===== config.mk =====
export PLATFORM = sky130hd
export DESIGN_NAME = vending_fsm_param
export DESIGN_NICKNAME = d
export VERILOG_FILES = /design/src/rtl/vending_fsm_param.sv
export SDC_FILE = /design/constraint.sdc
export NUM_CORES = 1
export LEC_CHECK = 0
export ABC_AREA = 1
export BUFFER_PORTS_ARGS = -buffer_cell sky130_fd_sc_hd__clkbuf_2
export CAP_MARGIN = 20
export CORE_MARGIN = 1.5
export CORE_UTILIZATION = 30
export CTS_CLUSTER_SIZE = 14
export DETAILED_ROUTE_END_ITERATION = 16
export GPL_TIMING_DRIVEN = 0
export HOLD_SLACK_MARGIN = 0.06
export SYNTH_ARGS = -nofsm -noshare
export SYNTH_HDL_FRONTEND = slang
export SYNTH_SLANG_ARGS = --single-unit

===== constraint.sdc =====
create_clock -name clk -period 3.1 [get_ports clk]
set_clock_uncertainty 0.15 [all_clocks]
set_input_delay 0.31 -clock clk [delete_from_list [all_inputs] [get_ports clk]]
set_output_delay 0.31 -clock clk [all_outputs]
set_load 0.005 [all_outputs]

===== src/rtl/vending_fsm_param.sv =====
// Parametrised vending-machine control FSM.
// Tracks credit-driven item availability, per-item stock with restock,
// an idle timeout in COIN, a return-button hold filter, and one-hot
// lowest-index dispense arbitration. The datapath owns the coin total and
// debits the item price when o_output_item pulses.
//
// Interface semantics: there is no valid/ready handshake in this block.
// i_input_coin, i_select_item and i_restock are single-cycle strobes that
// are sampled on every rising clk edge. o_output_item is a one-cycle
// one-hot pulse that the datapath must act on in the cycle it is high.
// o_return_req is a level that stays high until i_coin_total reaches 0.
module vending_fsm_param #(
  parameter int NUM_ITEMS = 4,
  parameter int NUM_COINS = 3,
  parameter int CNT_W     = 32,
  parameter logic [NUM_ITEMS*CNT_W-1:0] ITEM_PRICES =
    {32'd2000, 32'd1000, 32'd500, 32'd400},
  parameter int WAIT_CYCLES = 100,
  parameter int RETURN_HOLD = 3,
  parameter int STOCK_W     = 4,
  parameter int INIT_STOCK  = 4
) (
  input  logic                 clk,
  input  logic                 reset_n,
  input  logic [NUM_COINS-1:0] i_input_coin,
  input  logic [NUM_ITEMS-1:0] i_select_item,
  input  logic                 i_trigger_return,
  input  logic [CNT_W-1:0]     i_coin_total,
  input  logic                 i_restock,
  input  logic [NUM_ITEMS-1:0] i_restock_item,
  input  logic [STOCK_W-1:0]   i_restock_qty,
  output logic [1:0]           o_state,
  output logic [NUM_ITEMS-1:0] o_available_item,
  output logic [NUM_ITEMS-1:0] o_output_item,
  output logic [NUM_ITEMS-1:0] o_sold_out,
  output logic [CNT_W-1:0]     o_wait_time,
  output logic                 o_return_req
);

  // Wide enough to hold RETURN_HOLD, and never zero bits wide.
  localparam int RH_W = $clog2(RETURN_HOLD + 2);

  typedef enum logic [1:0] {
    S_IDLE     = 2'd0,
    S_COIN     = 2'd1,
    S_DISPENSE = 2'd2,
    S_RETURN   = 2'd3
  } state_t;

  state_t                            state_q;
  logic [RH_W-1:0]                   ret_cnt_q;
  logic [CNT_W-1:0]                  wait_q;
  logic [NUM_ITEMS-1:0]              sel_q;
  logic [NUM_ITEMS-1:0]              avail_q;
  logic [NUM_ITEMS-1:0]              out_q;
  logic [NUM_ITEMS-1:0]              sold_q;
  logic [NUM_ITEMS-1:0][STOCK_W-1:0] stock_q;

  logic [NUM_ITEMS-1:0]              avail_d;
  logic [NUM_ITEMS-1:0][STOCK_W-1:0] stock_d;
  logic [NUM_ITEMS-1:0][STOCK_W:0]   add_w;
  logic [NUM_ITEMS-1:0][STOCK_W:0]   sum_w;
  logic [NUM_ITEMS-1:0]              cand;
  logic [NUM_ITEMS-1:0]              grant_vec;

  logic coin_evt;
  logic any_sel;
  logic armed;
  logic has_credit;
  logic wait_zero;

  assign coin_evt   = |i_input_coin;
  assign any_sel    = |i_select_item;
  assign armed      = (ret_cnt_q == RH_W'(RETURN_HOLD));
  assign has_credit = (i_coin_total != '0);
  assign wait_zero  = (wait_q == '0);

  // Availability from live credit and current stock; registered in the FSM block.
  always_comb begin
    avail_d = '0;
    for (int i = 0; i < NUM_ITEMS; i++) begin
      avail_d[i] = (i_coin_total >= ITEM_PRICES[i*CNT_W +: CNT_W]) &&
                   (stock_q[i] != '0);
    end
  end

  // Lowest-index grant among selected, available items; only live in DISPENSE.
  always_comb begin
    cand      = sel_q & avail_q;
    grant_vec = '0;
    if (state_q == S_DISPENSE) begin
      grant_vec = cand & (~cand + NUM_ITEMS'(1));
    end
  end

  // Next stock: add restock quantity, subtract the granted item, saturate at max.
  always_comb begin
    add_w   = '0;
    sum_w   = '0;
    stock_d = '0;
    for (int i = 0; i < NUM_ITEMS; i++) begin
      add_w[i]   = (i_restock && i_restock_item[i]) ? {1'b0, i_restock_qty} : '0;
      sum_w[i]   = {1'b0, stock_q[i]} + add_w[i] - {{STOCK_W{1'b0}}, grant_vec[i]};
      stock_d[i] = sum_w[i][STOCK_W] ? {STOCK_W{1'b1}} : sum_w[i][STOCK_W-1:0];
    end
  end

  // Control FSM with its return filter, wait counter, stock and registered outputs.
  always_ff @(posedge clk) begin
    if (!reset_n) begin
      state_q   <= S_IDLE;
      ret_cnt_q <= '0;
      wait_q    <= CNT_W'(WAIT_CYCLES);
      sel_q     <= '0;
      avail_q   <= '0;
      out_q     <= '0;
      sold_q    <= {NUM_ITEMS{(INIT_STOCK == 0)}};
      for (int i = 0; i < NUM_ITEMS; i++) begin
        stock_q[i] <= STOCK_W'(INIT_STOCK);
      end
    end else begin
      // Return filter: count consecutive high cycles, saturate, clear on low.
      if (!i_trigger_return) begin
        ret_cnt_q <= '0;
      end else if (!armed) begin
        ret_cnt_q <= ret_cnt_q + RH_W'(1);
      end

      avail_q <= avail_d;
      stock_q <= stock_d;
      out_q   <= grant_vec;
      for (int i = 0; i < NUM_ITEMS; i++) begin
        sold_q[i] <= (stock_q[i] == '0);
      end

      case (state_q)
        S_IDLE: begin
          if (coin_evt) begin
            state_q <= S_COIN;
            wait_q  <= CNT_W'(WAIT_CYCLES);
          end else if (armed && has_credit) begin
            state_q <= S_RETURN;
          end
        end
        S_COIN: begin
          if (coin_evt) begin
            wait_q <= CNT_W'(WAIT_CYCLES);
          end else if (any_sel) begin
            state_q <= S_DISPENSE;
            sel_q   <= i_select_item;
          end else begin
            if (!wait_zero) begin
              wait_q <= wait_q - CNT_W'(1);
            end
            if ((armed && has_credit) || wait_zero) begin
              state_q <= S_RETURN;
            end
          end
        end
        S_DISPENSE: begin
          // One cycle only; a real dispense restarts the idle timeout.
          state_q <= S_COIN;
          if (|grant_vec) begin
            wait_q <= CNT_W'(WAIT_CYCLES);
          end
        end
        default: begin
          if (!has_credit) begin
            state_q <= S_IDLE;
            wait_q  <= CNT_W'(WAIT_CYCLES);
          end
        end
      endcase
    end
  end

  assign o_state          = state_q;
  assign o_available_item = avail_q;
  assign o_output_item    = out_q;
  assign o_sold_out       = sold_q;
  assign o_wait_time      = wait_q;
  assign o_return_req     = (state_q == S_RETURN);

endmodule


==> out/metrics.cfg, run 1 <==
[sta]
final_hold_viol_count = 0
fin_crit_sh = 0.881
period_needed_ns = 2.73
drv_slew = 0
setup_tns_ns = 0
fmax_mhz = 366
worstMarginPinSlew_ns = 0.695
setup_viol = 0
relSlewSlack = 0.532
grt_setup_unrepaired = false

[synthesis]
synthArstFlopShare = 0
synth-edff-count = 0
yosys-top-cells-area = dfxtp_1, nand2_1, nor2_1
synth_nets = 812
yosysTopAreaCellShare = 0.292
ys_warn_count = 0
synthSimpleGateAreaFrac = 0.340
synth_adder_area_share = 0.112
synth_top_area_cell = dfxtp_1
synth_seq_cells = 69
synth-seq-area-share = 0.292
yosys_most_used_dff = dfxtp_1
synth_top_family_by_area = simple AND/OR/NAND/NOR gates
synthMuxAreaShare = 0
yosysMostFrequentCell = nand2_1
synth.avg_cell_area_um2 = 6.57
synth_compound_area_frac = 0.101
ys_top_cells_by_count = nand2_1, nor2_1, inv_1, dfxtp_1, nand3_1
synthXorXnorAreaFrac = 0.0425
ys_types = 40
syn_area_mm2 = 0.00473
postSynthCellCount = 721

[detailed_routing]
drcViolationCount = 0
drt_first_iter_violations = 257
vias_per_cell = 4.58
vias = 4782
ant_nets = 0
drt-pass1-iter-count = 5
wire_per_inst_um = 12.9
wl_um = 13500

[finish]
regArea_mm2 = 0.00138
layout-drive-gt1-share = 0.179
multi_input_area_mm2 = 0.00282
fin_nets = 920
antenna-diode-count = 0
area_growth_pct = 22.1
stdcell_count = 1045
fillers = 1718

[clock_network]
htreeDepth = 3
path_clk_slew_ns = 0.06
cts_tree = yes
cts_made_buffers = 9
ctsRootBufferMaster = clkbuf_16
clock_latency_ns = 0.35
cts.path.max_buffers = 2
clock_sinks = 69

[setup_path]
slowest_stage = fa_1
cp.required_ns = 3.25
crit_family = adder cells
worst-path-buf-inv = 7
worstPathArrival_ns = 2.88
path_cells = inv_1 > nor2_1 > inv_1 > nor2_1 > nand2_1 > inv_1 > ha_1 > inv_1 > ha_1 > inv_1 > fa_1 > o21ai_1 > xor2_1 > inv_1 > nand2_1 > nand2_1 > inv_1
setup.worst_path.end_class = register
start_kind = register
cp_max_fo = 5
path_common_cell = inv_1
critPathMaxStageDelay_ns = 0.41
crit_type = register to register

[placed_design]
dp_hpwl_um = 10700
port_buffers = 96
dp_cells = 1028
gp_congestion = 0.857

[floorplan]
start_util = 0.309
fp.dieW_um = 129
pin_count = 98
rows = 45
core_mm2 = 0.0153
fp.dieH_um = 129
die_area_mm2 = 0.0165

[grt]
use_met1 = 0.232
antenna_found_initial = 0
use_met3 = 0.0378
grt_pass1_wl_um = 22100
grt_pass1_vias = 4437
globalRouteOverflowTotal = 0
grt_use_total = 0.171
grt_max_degree = 13
grtUsageMet2 = 0.272
busiest_layer = met2

[run]
maxCapViolCount = 0

[power]
power_density_mw_per_mm2 = 663
ir_drop_v = 0.000363
p_leak_uw = 0.00282

[outcome]
status = complete, no violations

[worst_hold_path]
hold_class = primary input to register

[cell families (layout without fill, tap and decap cells)]
group,after synthesis,count (layout)
AND/OR/NAND/NOR,372,372
buffers and inverters,131,244
flip-flops,69,69
adder cells (fa/ha/maj),40,40
AO/OA/AOI/OAI,86,86
XOR/XNOR,23,23
[cells in the final DEF, fill, tap and decap left out, types with 3 or more instances in the layout]
cell type / count
nor2_4: 4
xnor2_1: 3
ha_1: 36
inv_1: 109
clkbuf_16: 9
nand2_1: 147
a21oi_2: 6
nor2_2: 7
nor3_1: 9
clkbuf_2: 96
nand3_1: 57
clkbuf_1: 9
dfxtp_1: 68
inv_2: 4
a21oi_1: 38
nand4_1: 7
buf_6: 4
fa_1: 4
nor2_1: 123
nor4_1: 4
xor2_1: 20
o21ai_1: 10
nand2_2: 3
o21ai_0: 22
nand3_2: 3
[worst reg2reg max path, stage by stage (launching register included)]
cell and delay [ns]:
dfxtp_2 0.38, inv_1 0.08, nor2_1 0.16, inv_1 0.11, nor2_1 0.09, nand2_1 0.09, inv_1 0.07, ha_1 0.22
inv_1 0.05, ha_1 0.16, inv_1 0.06, fa_1 0.41, o21ai_1 0.18, xor2_1 0.20, inv_1 0.10, nand2_1 0.07
nand2_1 0.04, inv_1 0.07
[final cells by class]
| type | count | share of cell area |
|---|---|---|
| sequential | 69 | 0.239 |
| inverter | 114 | 0.0740 |
| multi-input combinational | 521 | 0.488 |
| tap | 211 | 0.0457 |
| timing repair buffer | 97 | 0.0848 |
| clock buffer | 10 | 0.0396 |
| clock inverter | 6 | 0.0110 |
| buffer | 17 | 0.0180 |
[layer usage]
metal / up-vias / part of all wire
met5: - / 0
met4: 0 / 0.014
met3: 13 / 0.067
met2: 162 / 0.43
met1: 2104 / 0.49
li1: 2503 / -
[through the flow]
step	power [µW]	setup WS, ns	cell area, µm²	hold WS [ns]	utilization
finish	3830	0.369	5780	0.0866	0.378
global route	4170	0.0444	5780	0.104	0.378
CTS	3860	0.210	5780	0.0779	0.378
detailed placement	2800	0.165	5480	0.302	0.358
global placement	2780	0.202	5480	0.299	0.358
floorplan	2380	0.525	4730	0.290	-
[worst paths after layout]
check,from,end,slack [ns],cells past startpoint
worst max-delay path,o_state[1]$_SDFFE_PN0P_,stock_q[13]$_SDFF_PN0_,0.37,17
worst min-delay path,i_select_item[0],sel_q[0]$_SDFFE_PN0P_,0.09,3
worst max register to register,o_state[1]$_SDFFE_PN0P_,stock_q[13]$_SDFF_PN0_,0.37,17
worst min register to register,sel_q[1]$_SDFFE_PN0P_,sel_q[1]$_SDFFE_PN0P_,0.31,2
[flip-flops by register name, summed over array words and instances (netlist names)]
signal and count:
o_output_item 4, o_sold_out 4, o_state 2, ret_cnt_q 3
o_available_item 4, o_wait_time 32, stock_q 16, sel_q 4
[power breakdown]
| group | internal (µW) | total (µW) | switching, µW |
|---|---|---|---|
| registers | 1040 | 1160 | 117 |
| logic | 636 | 1640 | 1000 |
| clock network | 621 | 1040 | 415 |
| total | 2300 | 3830 | 1540 |
[repair_timing]
| item | 4_1_cts | 5_1_grt |
|---|---|---|
| gates resized for setup | 0 | 2 |
| setup buffers | 0 | 0 |
| hold buffers | 1 | 0 |
| hold endpoints to repair | 1 | 0 |
| setup endpoints to repair | 0 | 3 |
Note: power is estimated with default switching activity, not from simulation.
==> run 2: changes to the inputs <==
PLACE_DENSITY = 0.48   (was unset)
==> out/metrics.cfg, run 2 (synthesis results as in run 1) <==
[outcome]
status = complete, no violations

[setup_path]
start_kind = register
rrSetupSlack_ns = 0.33
critPathMaxStageDelay_ns = 0.40
cp.required_ns = 3.24
slowest_stage = fa_1
startpoint = o_state[1]$_SDFFE_PN0P_
path_common_cell = inv_1
crit_cells = 17
cp_max_fo = 5
crit_type = register to register
setup.worst_path.end_class = register
r2r-end = stock_q[13]$_SDFF_PN0_
worst-path-buf-inv = 7
crit_family = adder cells
r2r-start = o_state[1]$_SDFFE_PN0P_
path_cells = inv_1 > nor2_1 > inv_1 > nor2_1 > nand2_1 > inv_1 > ha_1 > inv_1 > ha_1 > inv_1 > fa_1 > o21ai_1 > xor2_1 > inv_1 > nand2_1 > nand2_1 > inv_1
ff2ff_path_depth = 17
cp-endpoint = stock_q[13]$_SDFF_PN0_
worstPathArrival_ns = 2.91

[grt]
grt_pass1_wl_um = 22800
grt_use_total = 0.178
antenna_found_initial = 0
grt_max_degree = 12
globalRouteOverflowTotal = 0
grt_pass1_vias = 4482

[sta]
drv_slew = 0
grt_setup_unrepaired = false
period_needed_ns = 2.77
setup_tns_ns = 0
final_hold_viol_count = 0
worstMarginPinSlew_ns = 0.830
relSlewSlack = 0.442
setup_viol = 0
fmax_mhz = 361
fin_crit_sh = 0.893
timing.hold.ws_ns = 0.0729

[detailed_routing]
drt-pass1-iter-count = 5
top_layer = met4
drt_first_iter_violations = 231
vias_per_cell = 4.51
ant_nets = 0
wire_per_inst_um = 13.3
wl_um = 13900
wl_met3_um = 667
drcViolationCount = 0
m1WireLength_um = 6870
vias = 4710
dr_wl_met2_um = 6170

[placed_design]
port_buffers = 96
dp_cells = 1028
gp_congestion = 0.820
dp_hpwl_um = 11100
place_area_mm2 = 0.00548

[finish]
antenna-diode-count = 0
post-route-util = 0.377
finalInstanceArea_mm2 = 0.00577
layout-drive-gt1-share = 0.180
layout_common_cells = nand2_1, nor2_1, inv_1, clkbuf_2, dfxtp_1
largest_reg_flops = 32
stdcell_count = 1044
fin_nets = 919
area_growth_pct = 21.8
final_common_cell = nand2_1

[floorplan]
die_area_mm2 = 0.0165
pin_count = 98
fp.dieW_um = 129
start_util = 0.309
rows = 45
core_mm2 = 0.0153
fp.dieH_um = 129

[clock_network]
cts.path.max_buffers = 2
hold_buffers = 0
clock_latency_ns = 0.34
path_clk_slew_ns = 0.06
clock_sinks = 69
cts_setup_buffers = 0
cts_resized = 0
htreeDepth = 3
ctsRootBufferMaster = clkbuf_16
cts_tree = yes
cts_made_buffers = 9

[power]
power_density_mw_per_mm2 = 659
p_leak_uw = 0.00281
ir_drop_v = 0.000291

[run]
maxCapViolCount = 0

[worst_hold_path]
hold_class = primary input to register

run 2: changes by cell type in the layout (fill, tap and decap cells not counted), sizes merged:
| cell | change |
|---|---|
| clkbuf | +2 |
| bufinv | -1 |
| clkinvlp | -1 |
| dlygate4sd3 | -1 |
run 2: layout make-up:
class,instances,area [µm²]
Clock buffer,12,256
Multi-Input combinational cell,521,2830
Timing Repair Buffer,96,480
Clock inverter,4,22.5
Inverter,114,428
Sequential cell,69,1380
Buffer,17,104
Fill cell,1742,9550
Tap cell,211,264
run 2: how the worst min path moves through the flow:
stage,slack (ns),depth (start not counted),end,start
2_1_floorplan,0.29,2,sel_q[0]$_SDFFE_PN0P_,sel_q[0]$_SDFFE_PN0P_
3_3_place_gp,0.30,2,sel_q[3]$_SDFFE_PN0P_,sel_q[3]$_SDFFE_PN0P_
3_5_place_dp,0.30,2,sel_q[3]$_SDFFE_PN0P_,sel_q[3]$_SDFFE_PN0P_
4_1_cts,0.06,3,sel_q[2]$_SDFFE_PN0P_,i_select_item[2]
5_1_grt,0.07,3,sel_q[2]$_SDFFE_PN0P_,i_select_item[2]
6_report,0.07,3,sel_q[3]$_SDFFE_PN0P_,i_select_item[3]
run 2: through the flow:
stage               setup slack [ns]  power, µW
CTS                            0.216       3840
finish                         0.331       3800
detailed placement             0.146       2830
global placement               0.129       2840
floorplan                      0.525       2380
global route                  0.0334       4150
run 2: routing by layer:
layer	track usage	vias to the layer above
met5	0	-
met4	0.0568	0
met3	0.0370	16
met2	0.289	106
met1	0.238	2093
li1	-	2495
run 2: worst reg2reg max path, delay by kind of cell, from the launching register on:
kind | cells | cell delay (ns)
compound gates | 1 | 0.18
buf+inv | 7 | 0.56
flops | 1 | 0.38
xor+xnor | 1 | 0.20
simple gates | 5 | 0.48
fa+ha+maj | 3 | 0.78
run 2: power breakdown:
part,total [µW],leakage (µW),switching [µW],internal [µW]
registers,1160,0.000565,116,1040
logic,1660,0.00211,1020,641
clock network,987,0.000138,406,581
total,3800,0.00281,1540,2260
==> run 3: changes to the inputs <==
ABC_AREA = unset   (was 1)
PLACE_DENSITY = 0.49   (was 0.48)
==> out/metrics.cfg, run 3 <==
[power]
ir_drop_v = 0.000295
p_leak_uw = 0.00224
power_density_mw_per_mm2 = 604

[floorplan]
fp.dieW_um = 118
core_mm2 = 0.0127
pin_count = 98
start_util = 0.311
die_area_mm2 = 0.0139
fp.dieH_um = 118
rows = 41

[clock_network]
clock_latency_ns = 0.34
cts_tree = yes
hold_buffers = 0
ctsRootBufferMaster = clkbuf_16
htreeDepth = 3
cts_setup_buffers = 0
cts_made_buffers = 9
clock_sinks = 69
path_clk_slew_ns = 0.06
cts.path.max_buffers = 2

[synthesis]
yosysMostFrequentCell = dfxtp_1
synth_top_area_cell = dfxtp_1
syn_area_mm2 = 0.00395
synth_seq_cells = 69
synthMuxAreaShare = 0.00253
ys_top_cells_by_count = dfxtp_1, inv_1, nor2_1, ha_1, nand3_1
postSynthCellCount = 476
synthXorXnorAreaFrac = 0.0532
synth_nets = 567
ys_types = 52
synthSimpleGateAreaFrac = 0.268
yosys-top-cells-area = dfxtp_1, ha_1, inv_1
synth-edff-count = 0
synth_top_family_by_area = simple AND/OR/NAND/NOR gates
synth_adder_area_share = 0.134
yosys_most_used_dff = dfxtp_1
ys_warn_count = 0
synth-seq-area-share = 0.349
yosysTopAreaCellShare = 0.349
synth.avg_cell_area_um2 = 8.30
synthArstFlopShare = 0
synth_compound_area_frac = 0.127

[detailed_routing]
drcViolationCount = 0
wl_um = 10800
vias_per_cell = 4.82
ant_nets = 0
drt-pass1-iter-count = 4
vias = 3654
drt_first_iter_violations = 172
wire_per_inst_um = 14.3

[finish]
layout_common_cells = clkbuf_2, dfxtp_1, inv_1, nor2_1, ha_1
fin_nets = 674
layout-drive-gt1-share = 0.220
post-route-util = 0.388
final_common_cell = clkbuf_2
largest_reg_flops = 32
area_growth_pct = 25.0
antenna-diode-count = 0

[grt]
grt_use_total = 0.161
grt_max_degree = 11
grt_pass1_wl_um = 17800
grt_pass1_vias = 3604
globalRouteOverflowTotal = 0
antenna_found_initial = 0

[setup_path]
cp_max_fo = 10
setup.worst_path.end_class = register
cp.required_ns = 3.17
crit_type = register to register
worstPathArrival_ns = 2.96
start_kind = register
ff2ff_path_depth = 8

[sta]
final_hold_viol_count = 0
grt_setup_unrepaired = false
relSlewSlack = 0.582
period_needed_ns = 2.89
fin_crit_sh = 0.932
worstMarginPinSlew_ns = 0.620
drv_slew = 0
fmax_mhz = 346
setup_viol = 0
finalWorstSetupSlack_ns = 0.210

[placed_design]
dp_slack_ns = -0.0560
dp_hpwl_um = 8790
port_buffers = 96
gp_congestion = 0.807

[worst_hold_path]
hold_class = primary input to register
whs_path_depth = 3

[run]
maxCapViolCount = 0

[outcome]
status = complete, no violations

run 3: cell count changes in the layout (fill, tap and decap cells not counted), moves of 9 or more:
cell     change
nor4_1       +9
o21ai_1     -10
nor2_1      -73
or4_1       +11
or3_1       +15
inv_1       -57
nand2_1    -123
nand3_1     -23
run 3: layer usage:
metal / share of wire / GRT usage / up-vias
li1: - / - / 1887
met1: 0.45 / 0.195 / 1669
met2: 0.49 / 0.285 / 81
met3: 0.042 / 0.0392 / 17
met4: 0.013 / 0.0427 / 0
met5: 0 / 0 / -
run 3: kinds of logic (layout without fill, tap and decap cells):
group / count (synthesis) / in the layout
adder cells (fa/ha/maj): 40 / 40
buffers and inverters: 65 / 175
AND/OR/NAND/NOR: 198 / 198
flip-flops: 69 / 69
multiplexers: 1 / 1
AO/OA/AOI/OAI: 79 / 79
XOR/XNOR: 24 / 24
run 3: final cells by class:
cell class / instances / area, µm²
Buffer: 13 / 62.6
Clock buffer: 12 / 256
Clock inverter: 2 / 10.0
Fill cell: 1379 / 7780
Inverter: 52 / 195
Multi-Input combinational cell: 342 / 2340
Sequential cell: 69 / 1380
Tap cell: 172 / 215
Timing Repair Buffer: 96 / 480
run 3: path summary, 6_finish.rpt:
kind / from / to / slack [ns]
setup / recovery: o_wait_time[4]$_SDFFE_PN0P_ / o_wait_time[2]$_SDFFE_PN1P_ / 0.21
hold / removal: i_trigger_return / ret_cnt_q[0]$_SDFFE_PN0N_ / 0.09
setup reg to reg: o_wait_time[4]$_SDFFE_PN0P_ / o_wait_time[2]$_SDFFE_PN1P_ / 0.21
hold reg to reg: ret_cnt_q[2]$_SDFFE_PN0N_ / ret_cnt_q[2]$_SDFFE_PN0N_ / 0.35
run 3: where the power goes:
part	internal, µW	switching, µW	total [µW]
clock	573	372	945
combinational	444	534	978
sequential	998	61.3	1060
run 3: timing repair:
| action | in CTS | in global routing |
|---|---|---|
| resized for setup | 0 | 6 |
| hold endpoints to repair | 0 | 0 |
| endpoints found under the setup margin | 0 | 13 |
run 3: through the flow:
stage               power, µW  setup TNS, ns  hold slack (ns)  cell area, µm²  std cells
global route             3210              0            0.108            4940        758
finish                   2980              0           0.0946            4940        758
CTS                      3010              0           0.0840            4910        758
detailed placement       2050         -0.106            0.337            4650        744
floorplan                1800              0            0.304            3950        476
global placement         2010        -0.0664            0.321            4650        744
run 3: critical path: stages (launching register included):
cell	delay [ns]
dfxtp_1	0.38
or4_4	0.60
nand2b_4	0.19
nor4_1	0.44
a21oi_1	0.26
buf_4	0.24
nand2_2	0.17
nor2_1	0.07
o32a_1	0.27
